===== src/rtl/text_console_ctrl.sv =====
`default_nettype none
// ----------------------------------------------------------------------------
// text_console_ctrl : ASCII stream to 80x30 tile RAM writer, cursor and scroll
// Rev 1.0
// ----------------------------------------------------------------------------
module text_console_ctrl #(
  parameter int         COLS  = 80,
  parameter int         ROWS  = 30,
  parameter logic [7:0] BLANK = 8'h20
) (
  input  logic        Clk,
  input  logic        Reset,
  input  logic [7:0]  char_in,
  input  logic        char_valid,
  output logic        char_ready,
  output logic        wr_en,
  output logic [11:0] wr_addr,
  output logic [7:0]  wr_data,
  output logic [6:0]  cursor_col,
  output logic [4:0]  cursor_row,
  output logic [4:0]  row_offset,
  output logic        busy
);

  localparam logic [11:0] CELLS    = 12'(COLS * ROWS);
  localparam logic [11:0] COLS_W   = 12'(COLS);
  localparam logic [6:0]  LAST_COL = 7'(COLS - 1);
  localparam logic [4:0]  LAST_ROW = 5'(ROWS - 1);
  localparam logic [7:0]  CODE_BS  = 8'h08;
  localparam logic [7:0]  CODE_LF  = 8'h0A;
  localparam logic [7:0]  CODE_FF  = 8'h0C;
  localparam logic [7:0]  CODE_CR  = 8'h0D;

  typedef enum logic [1:0] {
    S_CLEAR_ALL = 2'd0,
    S_IDLE      = 2'd1,
    S_PUT       = 2'd2,
    S_CLEAR_ROW = 2'd3
  } state_t;

  state_t      state, state_n;
  logic [11:0] cnt, cnt_n;
  logic [7:0]  code, code_n;
  logic [6:0]  cursor_col_n;
  logic [4:0]  cursor_row_n;
  logic [4:0]  row_offset_n;
  logic        wr_en_n;
  logic [11:0] wr_addr_n;
  logic [7:0]  wr_data_n;
  logic        char_ready_n;
  logic        busy_n;
  logic        newline;
  logic        accept;

  // Logical row to tile address, wrapping the row by compare-and-subtract.
  function automatic logic [11:0] cell_addr(input logic [4:0] r, input logic [4:0] off,
                                            input logic [6:0] c);
    logic [5:0] sum;
    sum = {1'b0, r} + {1'b0, off};
    if (sum >= 6'(ROWS)) sum = sum - 6'(ROWS);
    return 12'(sum[4:0]) * COLS_W + 12'(c);
  endfunction

  assign accept = char_valid && char_ready;

  always_ff @(posedge Clk) begin
    if (Reset) begin
      state      <= S_CLEAR_ALL;
      cnt        <= 12'd0;
      code       <= 8'd0;
      cursor_col <= 7'd0;
      cursor_row <= 5'd0;
      row_offset <= 5'd0;
      wr_en      <= 1'b0;
      wr_addr    <= 12'd0;
      wr_data    <= BLANK;
      char_ready <= 1'b0;
      busy       <= 1'b1;
    end else begin
      state      <= state_n;
      cnt        <= cnt_n;
      code       <= code_n;
      cursor_col <= cursor_col_n;
      cursor_row <= cursor_row_n;
      row_offset <= row_offset_n;
      wr_en      <= wr_en_n;
      wr_addr    <= wr_addr_n;
      wr_data    <= wr_data_n;
      char_ready <= char_ready_n;
      busy       <= busy_n;
    end
  end

  // Registered outputs are computed for the state being entered.
  always_comb begin
    state_n      = state;
    cnt_n        = cnt;
    code_n       = code;
    cursor_col_n = cursor_col;
    cursor_row_n = cursor_row;
    row_offset_n = row_offset;
    wr_en_n      = 1'b0;
    wr_addr_n    = wr_addr;
    wr_data_n    = wr_data;
    char_ready_n = 1'b0;
    busy_n       = busy;
    newline      = 1'b0;

    case (state)
      S_CLEAR_ALL: begin
        if (cnt == CELLS) begin
          state_n      = S_IDLE;
          cursor_col_n = 7'd0;
          cursor_row_n = 5'd0;
          row_offset_n = 5'd0;
          busy_n       = 1'b0;
          char_ready_n = 1'b1;
        end else begin
          wr_en_n   = 1'b1;
          wr_addr_n = cnt;
          wr_data_n = BLANK;
          cnt_n     = cnt + 12'd1;
        end
      end

      S_IDLE: begin
        char_ready_n = 1'b1;
        if (accept) begin
          code_n       = char_in;
          char_ready_n = 1'b0;
          if (char_in == CODE_FF) begin
            state_n = S_CLEAR_ALL;
            cnt_n   = 12'd0;
            busy_n  = 1'b1;
          end else begin
            state_n = S_PUT;
            case (char_in)
              CODE_BS: begin
                if (cursor_col != 7'd0) begin
                  wr_en_n   = 1'b1;
                  wr_addr_n = cell_addr(cursor_row, row_offset, cursor_col - 7'd1);
                  wr_data_n = BLANK;
                end
              end
              CODE_CR, CODE_LF: ;
              default: begin
                wr_en_n   = 1'b1;
                wr_addr_n = cell_addr(cursor_row, row_offset, cursor_col);
                wr_data_n = char_in;
              end
            endcase
          end
        end
      end

      S_PUT: begin
        state_n      = S_IDLE;
        char_ready_n = 1'b1;
        case (code)
          CODE_BS: begin
            if (cursor_col != 7'd0) cursor_col_n = cursor_col - 7'd1;
          end
          CODE_CR: cursor_col_n = 7'd0;
          CODE_LF: begin
            cursor_col_n = 7'd0;
            newline      = 1'b1;
          end
          default: begin
            if (cursor_col == LAST_COL) begin
              cursor_col_n = 7'd0;
              newline      = 1'b1;
            end else begin
              cursor_col_n = cursor_col + 7'd1;
            end
          end
        endcase
        if (newline) begin
          if (cursor_row < LAST_ROW) begin
            cursor_row_n = cursor_row + 5'd1;
          end else begin
            // The old top physical row becomes the new bottom row and is blanked.
            row_offset_n = (row_offset == LAST_ROW) ? 5'd0 : row_offset + 5'd1;
            state_n      = S_CLEAR_ROW;
            char_ready_n = 1'b0;
            busy_n       = 1'b1;
            wr_en_n      = 1'b1;
            wr_addr_n    = 12'(row_offset) * COLS_W;
            wr_data_n    = BLANK;
            cnt_n        = 12'd1;
          end
        end
      end

      S_CLEAR_ROW: begin
        if (cnt == COLS_W) begin
          state_n      = S_IDLE;
          busy_n       = 1'b0;
          char_ready_n = 1'b1;
        end else begin
          wr_en_n   = 1'b1;
          wr_addr_n = wr_addr + 12'd1;
          wr_data_n = BLANK;
          cnt_n     = cnt + 12'd1;
        end
      end

      default: state_n = S_CLEAR_ALL;
    endcase
  end

endmodule
`default_nettype wire


===== config.mk =====
export PLATFORM = sky130hd
export DESIGN_NAME = text_console_ctrl
export DESIGN_NICKNAME = d
export VERILOG_FILES = /design/src/rtl/text_console_ctrl.sv
export SDC_FILE = /design/constraint.sdc
export NUM_CORES = 1
export LEC_CHECK = 0
export ABC_AREA = 1
export CORE_MARGIN = 2
export CORE_UTILIZATION = 35
export CTS_BUF_LIST = sky130_fd_sc_hd__clkbuf_16
export CTS_CLUSTER_DIAMETER = 60
export CTS_CLUSTER_SIZE = 14
export DETAILED_ROUTE_END_ITERATION = 6
export PLACE_DENSITY = 0.59
export SLEW_MARGIN = 10
export SYNTH_ARGS = -nofsm -noshare
export SYNTH_HDL_FRONTEND = slang
export SYNTH_SLANG_ARGS = --single-unit

===== constraint.sdc =====
create_clock -name Clk -period 4.7 [get_ports Clk]
set_clock_uncertainty 0.1 [all_clocks]
set_input_delay 1.41 -clock Clk [delete_from_list [all_inputs] [get_ports Clk]]
set_output_delay 1.41 -clock Clk [all_outputs]
set_load 0.1 [all_outputs]

== After elaboration in Yosys (flattened, before gate mapping) ==
Cells that the tools add are included.

* Register bits: 62
* Input port bits: 11

* Reductions and logical operators: 16
* $mul: 3
* $add $sub $neg: 10
* Equal/unequal tests: 27
* Muxes and demuxes: 80
* Order comparisons: 2

{| class="wikitable"
|+ Operator list
! cell !! number
|-
| $mux 12 || 13
|-
| $pmux 12 s4 || 2
|-
| $mux 5 || 16
|-
| $eq 8x4->1 const B || 7
|-
| $mux 8 || 7
|-
| $pmux 8 s4 || 1
|-
| $pmux 7 s2 || 2
|-
| $add 12x1->12 const B || 2
|-
| $add 12x7->12 || 2
|-
| $mul 5x3->8 const B || 3
|-
| $pmux 12 s2 || 1
|-
| $ne 2x2->1 const B || 11
|-
| $mux 7 || 3
|-
| $mux 1 || 20
|-
| $pmux 5 s2 || 2
|-
| $pmux 8 s2 || 1
|-
| $eq 12x12->1 const B || 1
|-
| $eq 12x7->1 const B || 1
|-
| $mux 2 || 6
|-
| $pmux 1 s4 || 3
|-
| $reduce_and 6->1 || 2
|-
| $add 5x1->5 const B || 2
|-
| $pmux 2 s4 || 1
|-
| $reduce_and 4->1 || 2
|-
| 21 further kinds || 27
|}

== Depth between registers and ports, before layout ==
Gate-level depths: netlist of run 1.

* Word-level depth: 15
* Depth in mapped cells: 26
* Gate-level depth less buffers: 26

== Worst setup path after synthesis of run 1 ==
Ideal clock, no wire load.

* Kind: register to register
* Start point: register row_offset[0]
* End point: register wr_addr[9]
* Setup time: 0.071 ns
* Path slack: 0.491 ns
* Buffers on the path: 0
* Stages on the path, launching flop included: 20
* Arrival: 4.038 ns
* Path through: dfxtp_1 > ha_1 > fa_1 > ha_1 > inv_1 > nand2_1 > nand2_1 > inv_1 > nand2_1 > nand2_1 > ha_1 > ha_1 > fa_1 > xnor2_1 > inv_1 > nand2_1 > inv_1 > o2111ai_1 > o21ai_0 > a21oi_1

* Word-level cells in the longest chain between the ends: 15
* Elaborated cells between the ends (all ways): 25
* Classes of those cells: 4 x add/sub; 3 x mul; 1 x order compare; 17 x mux

{| class="wikitable"
|+ Ends and longest elaborated chain
! item !! line !! text
|-
| start, declared || 21 || <nowiki>output logic [4:0] row_offset,</nowiki>
|-
| start signal, assigned || 85 || <nowiki>row_offset <= row_offset_n;</nowiki>
|-
| $add 5x5->6 || 59 || <nowiki>sum = {1'b0, r} + {1'b0, off};</nowiki>
|-
| $sub 5x5->5 or $ge 6x5->1 (tied branches) || 60 || <nowiki>if (sum >= 6'(ROWS)) sum = sum - 6'(ROWS);</nowiki>
|-
| $mux 5 || 60 ||
|-
| $mux 5 || 139 || <nowiki>if (cursor_col != 7'd0) begin</nowiki>
|-
| $mux 5 || 137 || <nowiki>case (char_in)</nowiki>
|-
| $mux 5 || 131 || <nowiki>if (char_in == CODE_FF) begin</nowiki>
|-
| $mux 5 || 128 || <nowiki>if (accept) begin</nowiki>
|-
| $mux 5 || 109 || <nowiki>case (state)</nowiki>
|-
| $mul 5x3->8 || 61 || <nowiki>return 12'(sum[4:0]) * COLS_W + 12'(c);</nowiki>
|-
| $add 12x7->12 || 61 ||
|-
| $mux 12 || 139 ||
|-
| $pmux 12 s2 || 137 ||
|-
| $mux 12 || 131 ||
|-
| $mux 12 || 128 ||
|-
| $pmux 12 s4 * || 109 ||
|-
| end signal, assigned || 87 || <nowiki>wr_addr <= wr_addr_n;</nowiki>
|-
| end, declared || 17 || <nowiki>output logic [11:0] wr_addr,</nowiki>
|}

Mark *: on every way between the ends. The rest lies on a longest branch, timed or not. The select of a mux whose other input is x is not followed.
A chain may end at the register's enable or synchronous reset.

== Final worst setup path of run 1 ==
* Start point: input port char_in[4]
* End point: register wr_addr[10]

* Word-level cells in the longest chain between the ends: 6
* Elaborated cells between the ends (all ways): 13
* Classes of those cells: 7 x eq/ne; 4 x mux; 2 x reduce/logical

{| class="wikitable"
|+ Ends and longest elaborated chain
! item !! line !! text
|-
| start, declared || 13 || <nowiki>input logic [7:0] char_in,</nowiki>
|-
| $eq 8x4->1 || 137 ||
|-
| $reduce_or 2->1 || 137 ||
|-
| $pmux 12 s2 || 137 ||
|-
| $mux 12 || 131 ||
|-
| $mux 12 || 128 ||
|-
| $pmux 12 s4 || 109 ||
|}

Parallel ways exist; a longest one is shown, timed or not. The select of a mux whose other input is x is not followed.

==> results by stage, run 1 <==
Outcome:
- The run finished with clean final reports.

Logic synthesis:
- After technology mapping, the gate count stands at 682.
- The proportion of synthesized flip-flops having asynchronous set or reset is 0.
- The yosys synthesis warning count is 0.
- Synthesis produced a netlist with a net count of 732.
- After synthesis the netlist holds a flip-flop and latch count of 62.
- The number of enable flip-flop cells after synthesis is 0.
- The mean post-synth cell area is 6.821 µm².
- The netlist area before placement is 0.004652 mm².
- In this run, distinct cell masters in the synthesized netlist total 54.
- Among all flip-flop cells after synthesis, the most frequent one is dfxtp_1.
- The share of the Yosys chip area taken by registers is 0.2668.

Placed design:
- The instance count after placement with tap cells included is 897.
- The cell area after placement is 0.005331 mm².
- Port buffering added 50 buffers.
- The HPWL after detailed placement is 10390 µm.
- At the end of routability-driven placement, the weighted congestion stood at 0.8788.
- Before CTS, the worst setup slack after placement is 0.01225 ns.

STA:
- Of the available clock period, the critical path in the final layout requires 0.9208.
- Setup violations remaining at the end of the flow were counted as 0.
- The total count of hold-check failures in the final report was 0.
- On the final layout, the worst hold slack is 0.3468 ns.
- The worst path in the final design needs a cycle of 4.328 ns, including I/O delays and setup.
- The post-layout worst setup margin is 0.3720 ns.
- For the pin with the worst max-slew slack, the measured transition is 0.9832 ns.
- The final-report max-slew violation count is 0.
- The aggregate negative setup slack is 0 ns.
- Setup repair after global routing left no endpoint under its margin.
- Derived from the worst setup path, the maximum achievable clock frequency is 231.1 MHz.
- Headroom to the max-slew limit came out at 0.3425.

Clocking:
- The number of clock sinks is 62.
- Clock latency on the worst-skew pair, taken at its later pin, is 0.34 ns.
- The clock passes through at most 2 buffers.
- In this run, post-CTS repair resized a total of 0 instances.
- The clock tree synthesis step divided the H-tree into 3 levels.
- The clock tree from TritonCTS is done.
- Clock-pin slew was measured on the worst setup and hold paths at 0.05 ns.
- The cell sitting at the root of the clock tree is a clkbuf_16.
- Hold repair after CTS inserted 0 buffers.
- The post-CTS setup-driven buffer insertion count is 0.
- Counting the buffers created by CTS gives 9.

Power and ir drop:
- The cell leakage power is 2.305 nW.
- The combinational share of power is 0.245.
- In this run the power density over the cells is 278.8 mW/mm².
- After layout, the design draws a total of 1.558 mW.
- The share of total power dissipated in sequential elements is 0.374.
- The worst-case IR drop observed on VDD is 0.2084 mV.
- Cell internal power was estimated by the tool at 998.9 µW.
- Of the total power, the clock network draws 0.380.
- The analysis attributes to net switching a power of 559.2 µW.
- Of the total power, the share spent switching nets is 0.3589.

Finish:
- The repair_antennas step left the layout with diodes totalling 0.
- The final standard cell utilization of the core is 0.4271.
- With fillers left out, the area of the finished cells amounts to 0.005589 mm².
- The area added between synthesis and finish is 20.15%.
- Of the cells placed in the final design, the portion with a size suffix greater than 1 is 0.07734.
- The count of cells in the finished layout, fillers not included, comes to 913.
- The number of filler cells placed in the layout is 1338.
- For this run, the post-layout net count is 782.

Floorplan:
- The initial core utilization is 0.3555.
- The placeable core area is 0.01309 mm².
- The overall die width is 119.3 µm.
- The count of boundary I/O pins is 51.
- The overall die height is 119.3 µm.
- The floorplan step defined a die boundary enclosing 0.01423 mm².
- The count of standard-cell rows is 42.

GRT:
- The via count of the first global-routing pass came to 4557.
- The total global routing track utilization is 0.1926.
- The first global-routing pass estimated 21890 µm of wire.
- After global routing the overflow that remains totals 0.
- The pin count of the biggest net entering global routing is 32.
- The initial antenna violation count was 0.

Critical path:
- The critical path buffer and inverter count is 3.
- The capturing element type of the critical path is a flop.
- Among the stages of the critical path, the cell type that occurs most often is nand2_1.
- The worst setup path is launched from a primary input.
- The largest incremental delay on the critical path is 0.47 ns.
- Data on the critical path is required at its endpoint by 4.81 ns.
- On the critical path the largest part of the delay comes from simple AND/OR/NAND/NOR gates.
- Among all stages on the critical path, the largest delay is contributed by clkdlybuf4s50_1.
- The critical path goes through clkdlybuf4s50_1 -> nor4_4 -> nand2_1 -> nor2_1 -> nor2_1 -> a21oi_1 -> ha_1 -> inv_1 -> fa_1 -> or2_2 -> nand2_1 -> nand2_1 -> nor2_1 -> inv_1 -> nor2_1 -> nand3_1 -> nand2_1 -> o21ai_1 -> nand2_1 -> a21oi_1.
- At the worst endpoint, the arrival time is 4.44 ns.
- The class of the most critical setup path is primary input to flop.
- Of all nets on the critical path, the largest fanout is 3.

Routing:
- Before antenna repair, the detailed router went through 7 iterations.
- For this block, wires on met1 add up to 5988 µm.
- After detailed routing, the number of remaining DRC violations is 0.
- The vias after detailed routing is 4771.
- The count of nets left with antenna violations after detail routing is 0.
- The post-detailed-route wirelength per cell is 14.54 µm.
- The routed length on met3 is 704 µm.
- The highest layer touched by signal routing is met4.
- The sum of met2 wire segment lengths after detailed routing is 6301 µm.
- The routed wire length is 13270 µm.
- The DRC violation total after the first TritonRoute iteration is 265.
- Dividing the detail-routed via count by the number of cells gives 5.226.

Job:
- Across the run, the number of max-cap violations was 0.

Worst hold path:
- The path category of the worst min-delay check is flop to flop.
worst register-to-register path, stage by stage (launching register included):
cell and delay, ns:
dfxtp_1 0.37, ha_1 0.27, fa_1 0.56, inv_1 0.09, nor2_4 0.13, nand3_2 0.12, o21bai_4 0.20, xor2_1 0.29
ha_1 0.29, ha_1 0.22, fa_1 0.41, xnor2_1 0.24, inv_1 0.08, nand2_1 0.07, inv_1 0.06, o2111ai_1 0.19
o21ai_0 0.12, a21oi_1 0.16
layout by cell type, fill, tap and decap left out, types with 3 or more instances in the layout:
cell / instances
nor2_1: 63
nand4_1: 6
nand2_1: 113
nand3_2: 3
inv_1: 96
nor2_2: 4
fa_1: 4
o211ai_1: 6
nand3b_1: 3
nor4_1: 6
ha_1: 35
o21ai_1: 7
a32oi_1: 4
clkbuf_16: 9
buf_4: 7
o21a_1: 5
clkdlybuf4s50_1: 50
nor3_1: 22
xor2_1: 8
a21oi_1: 60
clkinv_1: 4
a211oi_1: 4
clkinv_2: 3
nor3b_1: 6
nand3_1: 43
dfxtp_1: 62
o2111ai_1: 3
o21ai_0: 53
or2_2: 3
inv_2: 7
nand2_2: 6
xnor2_1: 3
registers in the layout, indices dropped and copies added, names as in the netlist:
register    count
cursor_col      7
busy            1
wr_data         8
wr_addr        12
code            8
cnt            12
row_offset      5
wr_en           1
state           2
cursor_row      5
char_ready      1
worst paths after layout:
path	startpoint	endpoint	slack [ns]	cells after the start
min	code[7]	code[7]	0.35	2
max	char_in[4]	wr_addr[10]	0.37	20
min reg2reg	code[7]	code[7]	0.35	2
max reg2reg	cursor_row[0]	wr_addr[9]	0.68	17
Yosys cell counts (2+ instances only):
cell | number | share of area
o21ai_0 | 53 | 0.057
nand2_1 | 113 | 0.091
buf_4 | 2 | 0.0032
a32oi_1 | 4 | 0.0075
or2_2 | 3 | 0.0040
buf_2 | 3 | 0.0032
nor3_1 | 22 | 0.024
nor2_1 | 63 | 0.051
nand4_2 | 2 | 0.0054
o221ai_1 | 2 | 0.0038
inv_1 | 95 | 0.077
o21ai_1 | 7 | 0.0075
ha_1 | 35 | 0.094
fa_1 | 4 | 0.017
nand2_2 | 6 | 0.0081
xor2_1 | 8 | 0.015
o21a_1 | 5 | 0.0081
nor3_2 | 2 | 0.0043
a22oi_1 | 2 | 0.0032
o2111ai_1 | 3 | 0.0056
nand3_1 | 43 | 0.046
dfxtp_1 | 62 | 0.27
a21oi_1 | 60 | 0.065
nand3b_1 | 3 | 0.0048
nand3_2 | 3 | 0.0065
buf_6 | 2 | 0.0048
nor4_1 | 6 | 0.0081
inv_2 | 7 | 0.0056
nor3b_1 | 6 | 0.0097
clkbuf_1 | 11 | 0.0089
a211oi_1 | 4 | 0.0065
o211ai_1 | 6 | 0.0097
o21ai_2 | 2 | 0.0038
xnor2_1 | 3 | 0.0056
nand4_1 | 6 | 0.0081
nor2_2 | 4 | 0.0054
o31ai_1 | 2 | 0.0032
a31oi_1 | 2 | 0.0027
cell families (layout without fill, tap and decap cells):
family | Yosys count | in the layout | synth area share
buffers and inverters | 122 | 177 | 0.1044
AO/OA/AOI/OAI | 161 | 161 | 0.2044
XOR/XNOR | 11 | 11 | 0.02071
AND/OR/NAND/NOR | 287 | 287 | 0.2924
flip-flops | 62 | 62 | 0.2668
adder cells (fa/ha/maj) | 39 | 39 | 0.1114
cell type report:
class	count	area (µm²)	share of cell area
repair buffers	57	553.0	0.09895
clock inverters	7	32.53	0.005820
flip-flops and latches	62	1241	0.2221
multi-input cells	498	2925	0.5234
inverters	104	391.6	0.07007
well taps	176	220.2	0.03940
clock buffers	9	225.2	0.04030
power by group through the flow:
stage	registers, mW	logic [mW]	clock network [mW]
floorplan	0.729	0.146	0
finish	0.583	0.382	0.592
detailed placement	0.594	0.381	0
CTS	0.583	0.382	0.607
global placement	0.594	0.376	0
global route	0.587	0.411	0.629
layer usage:
metal	global-route usage	up-vias
met1	0.2386	2224
met2	0.3272	132
met5	0	-
met4	0.07440	0
met3	0.03927	18
li1	-	2397
Power figures use the tool's default switching activity.
==> run 2, diff against run 1 <==
CORE_MARGIN = unset   (was 2)
==> run 2 against run 1 <==
Combinational power is essentially flat; first-iteration DRC count shrank 2.3%; sequential cell count is the same; register-to-register slack is essentially flat; die area shrank 3.3%; sequential share of layout area shrank 0.35 points; wire length grew 1.7%; power grew 11%; critical path depth shrank 1; global-route usage grew 2.0 points; design area grew 1.6%; critical path type unchanged; critical endpoint is now wr_addr[8].
==> results by stage, run 2 (same netlist as run 1, synthesis figures left out) <==
Outcome:
- The run finished with clean final reports.

Finish:
- The cell area after layout is 0.005679 mm².
- The area added between synthesis and finish is 22.08%.
- Leaving out fill and tap cells, the most frequent cells in the layout are nand2_1 (113), inv_1 (97), nor2_1 (63), dfxtp_1 (62), a21oi_1 (60).
- The most common library cell in the layout ignoring fill and taps is nand2_1.
- The largest registers in the layout are cnt (12), wr_addr (12).
- The area used by sequential logic in the layout is 0.001241 mm².
- The number of nets at the end of the flow is 785.
- The number of filler cells placed in the layout is 1303.
- The area of combinational cells with multiple inputs is 0.002925 mm².
- The number of antenna diodes in the final layout is 0.
- In the final layout, the share of cells above drive strength 1 is 0.08108.
- The final standard cell utilization of the core is 0.4446.
- The finished layout holds 912 standard cells, fillers aside.

STA:
- The worst relative slew slack is 0.3400.
- Setup repair after global routing left no endpoint under its margin.
- Setup total negative slack on the finished layout was measured at 0 ns.
- The final clock period utilization by the worst path is 0.9094.
- The shortest clock period the worst path allows after layout is 4.274 ns.
- The peak clock frequency supported by timing is 234.0 MHz.
- The final-report max-slew violation count is 0.
- Setup violations remaining at the end of the flow were counted as 0.
- The total count of hold-check failures in the final report is 0.
- The transition time at the pin with the least slew margin is 0.9869 ns.

Clocking:
- The post-CTS setup-driven buffer insertion count is 0.
- The number of resized instances in the post-cts repair step is 0.
- The clock latency of the later-clocked register in the worst-skew pair is 0.34 ns.
- TritonCTS built the clock tree.
- The number of buffers inserted for hold repair after clock tree synthesis is 0.
- Clock tree synthesis selected as its root buffer the cell clkbuf_16.
- The number of CTS-inserted buffers is 9.
- Clock tree synthesis found a total of 62 sinks.
- The clock-pin slew reported for the worst setup and hold paths after clock tree synthesis is 0.05 ns.
- The maximum clock insertion buffer count is 2.
- The H-tree depth is 3.

Floorplan:
- The initial utilization of the core area, before any placement, comes to 0.3642.
- Pin placement for this block handled 51 I/O pins.
- In this run the core area contains 41 standard-cell rows.
- The die covers 0.01376 mm².
- The die is 117.3 µm tall.
- After floorplanning, the core was sized to cover 0.01277 mm².
- The overall die width is 117.3 µm.

Power and ir drop:
- The power after layout is 1.725 mW.
- The cell leakage power is 2.358 nW.
- The maximum ir drop on the vdd rail is 0.2198 mV.
- The sequential share of power is 0.338.
- For this design the total switching power over the nets is 561.4 µW.
- The power per standard cell area is 303.8 mW/mm².
- The share of total power dissipated in combinational logic is 0.223.
- The clock network power share is 0.439.
- The internal power of the cells totals 1.164 mW.
- The net switching share of the total power is 0.3254.

Critical path:
- The required time at the endpoint of the critical path is 4.82 ns.
- The capturing element type of the critical path is a flop.
- STA puts the critical path data arrival time at 4.39 ns.
- The critical path is of the primary input to flop type.
- Counting cells, the worst reg-to-reg path comes to 17.
- In this run the critical register-to-register path is captured at wr_addr[9].
- The worst register-to-register path begins at cursor_row[0].
- STA classifies the critical path startpoint as a primary input.
- The worst setup slack for register-to-register paths is 0.69 ns.
- The maximum fanout along the worst path is 8.

Worst hold path:
- The worst hold path stage count is 2.
- In this run the most critical hold path is launched from code[7].
- The path category of the worst min-delay check is flop to flop.
- The path with the worst hold slack has its endpoint at code[7].

Placed design:
- Input and output buffers added on the ports amount to 50.
- Summed over all nets, the half-perimeter wirelength after detailed placement is 10320 µm.
- The placer's final routability congestion estimate is 0.8475.
- Once placement finished, the instance area stood at 0.005349 mm².
- The instance count after placement with tap cells included is 896.

Routing:
- Detailed routing inserted a total of 4732 vias.
- Dividing the detail-routed via count by the number of cells gives 5.189.
- The number of remaining DRC errors is 0.
- For this block, the initial DRC count from the detailed router was 259.
- The total iterations of the first detailed-routing run is 6.
- The post-detailed-route wirelength per cell is 14.80 µm.
- Summed over all layers, the routed wires come to 13500 µm.
- The count of nets left with antenna violations after detail routing is 0.

GRT:
- The initial antenna violation count is 0.
- The via count of the first global-routing pass is 4596.
- The first-pass GRT wire length is 22260 µm.
- Entering global routing, the biggest net connects 32 pins.
- The total global routing track utilization is 0.2125.
- Summed over all layers, the global routing overflow is 0.

Job:
- Across the run, the number of max-cap violations was 0.
run 2: cell count changes in the layout (fill, tap and decap cells not counted), sizes merged:
cell	change
inv	+1
clkinv	-3
buf	+3
bufinv	+3
clkinvlp	-1
run 2: final cells by class:
| type | instances | area share |
|---|---|---|
| tap | 172 | 0.03789 |
| inverter | 104 | 0.06896 |
| timing repair buffer | 60 | 0.1013 |
| multi-input combinational | 498 | 0.5151 |
| clock inverter | 7 | 0.01851 |
| sequential | 62 | 0.2186 |
| clock buffer | 9 | 0.03966 |
run 2: worst max-delay path: stages:
cell and delay, ns:
clkdlybuf4s50_1 0.46, nor4_4 0.31, nand2_1 0.11, nor2_1 0.22, buf_4 0.20, o21a_1 0.14, inv_1 0.06, fa_1 0.41
or2_2 0.32, nand2_1 0.06, nand2_1 0.06, nor2_1 0.09, inv_1 0.05, nand3_1 0.06, o2111ai_1 0.12, o21ai_0 0.11
nand2_1 0.07, o21ai_0 0.08, nor2_1 0.05
run 2: worst max path at each step:
stage	start	end
floorplan	row_offset[0]	wr_addr[9]
global placement	char_in[4]	wr_addr[8]
detailed placement	char_in[4]	wr_addr[8]
CTS	char_in[4]	wr_addr[8]
global route	char_in[4]	wr_addr[8]
finish	char_in[4]	wr_addr[8]
run 2: per-layer routing:
layer  vias to the layer above  share of wire  global-route usage
met2                        98           0.47              0.3647
li1                       2407              -                   -
met4                         0          0.029             0.08945
met5                         -              0                   0
met1                      2205           0.46              0.2604
met3                        22          0.043             0.03862
run 2: power by group through the flow:
stage | Combinational (mW) | Clock (mW) | Sequential [mW]
final | 0.385 | 0.757 | 0.583
after CTS | 0.386 | 0.769 | 0.583
after floorplan | 0.146 | 0 | 0.729
after detailed placement | 0.384 | 0 | 0.594
after global routing | 0.418 | 0.786 | 0.587
after global placement | 0.380 | 0 | 0.594
run 2: per-stage QoR:
stage          hold slack (ns)  setup slack, ns
2_1_floorplan           0.3231           0.4906
6_report                0.3476           0.4257
4_1_cts                 0.3476           0.4101
3_3_place_gp            0.3331           0.1171
5_1_grt                 0.3798           0.1892
3_5_place_dp            0.3398          0.05541
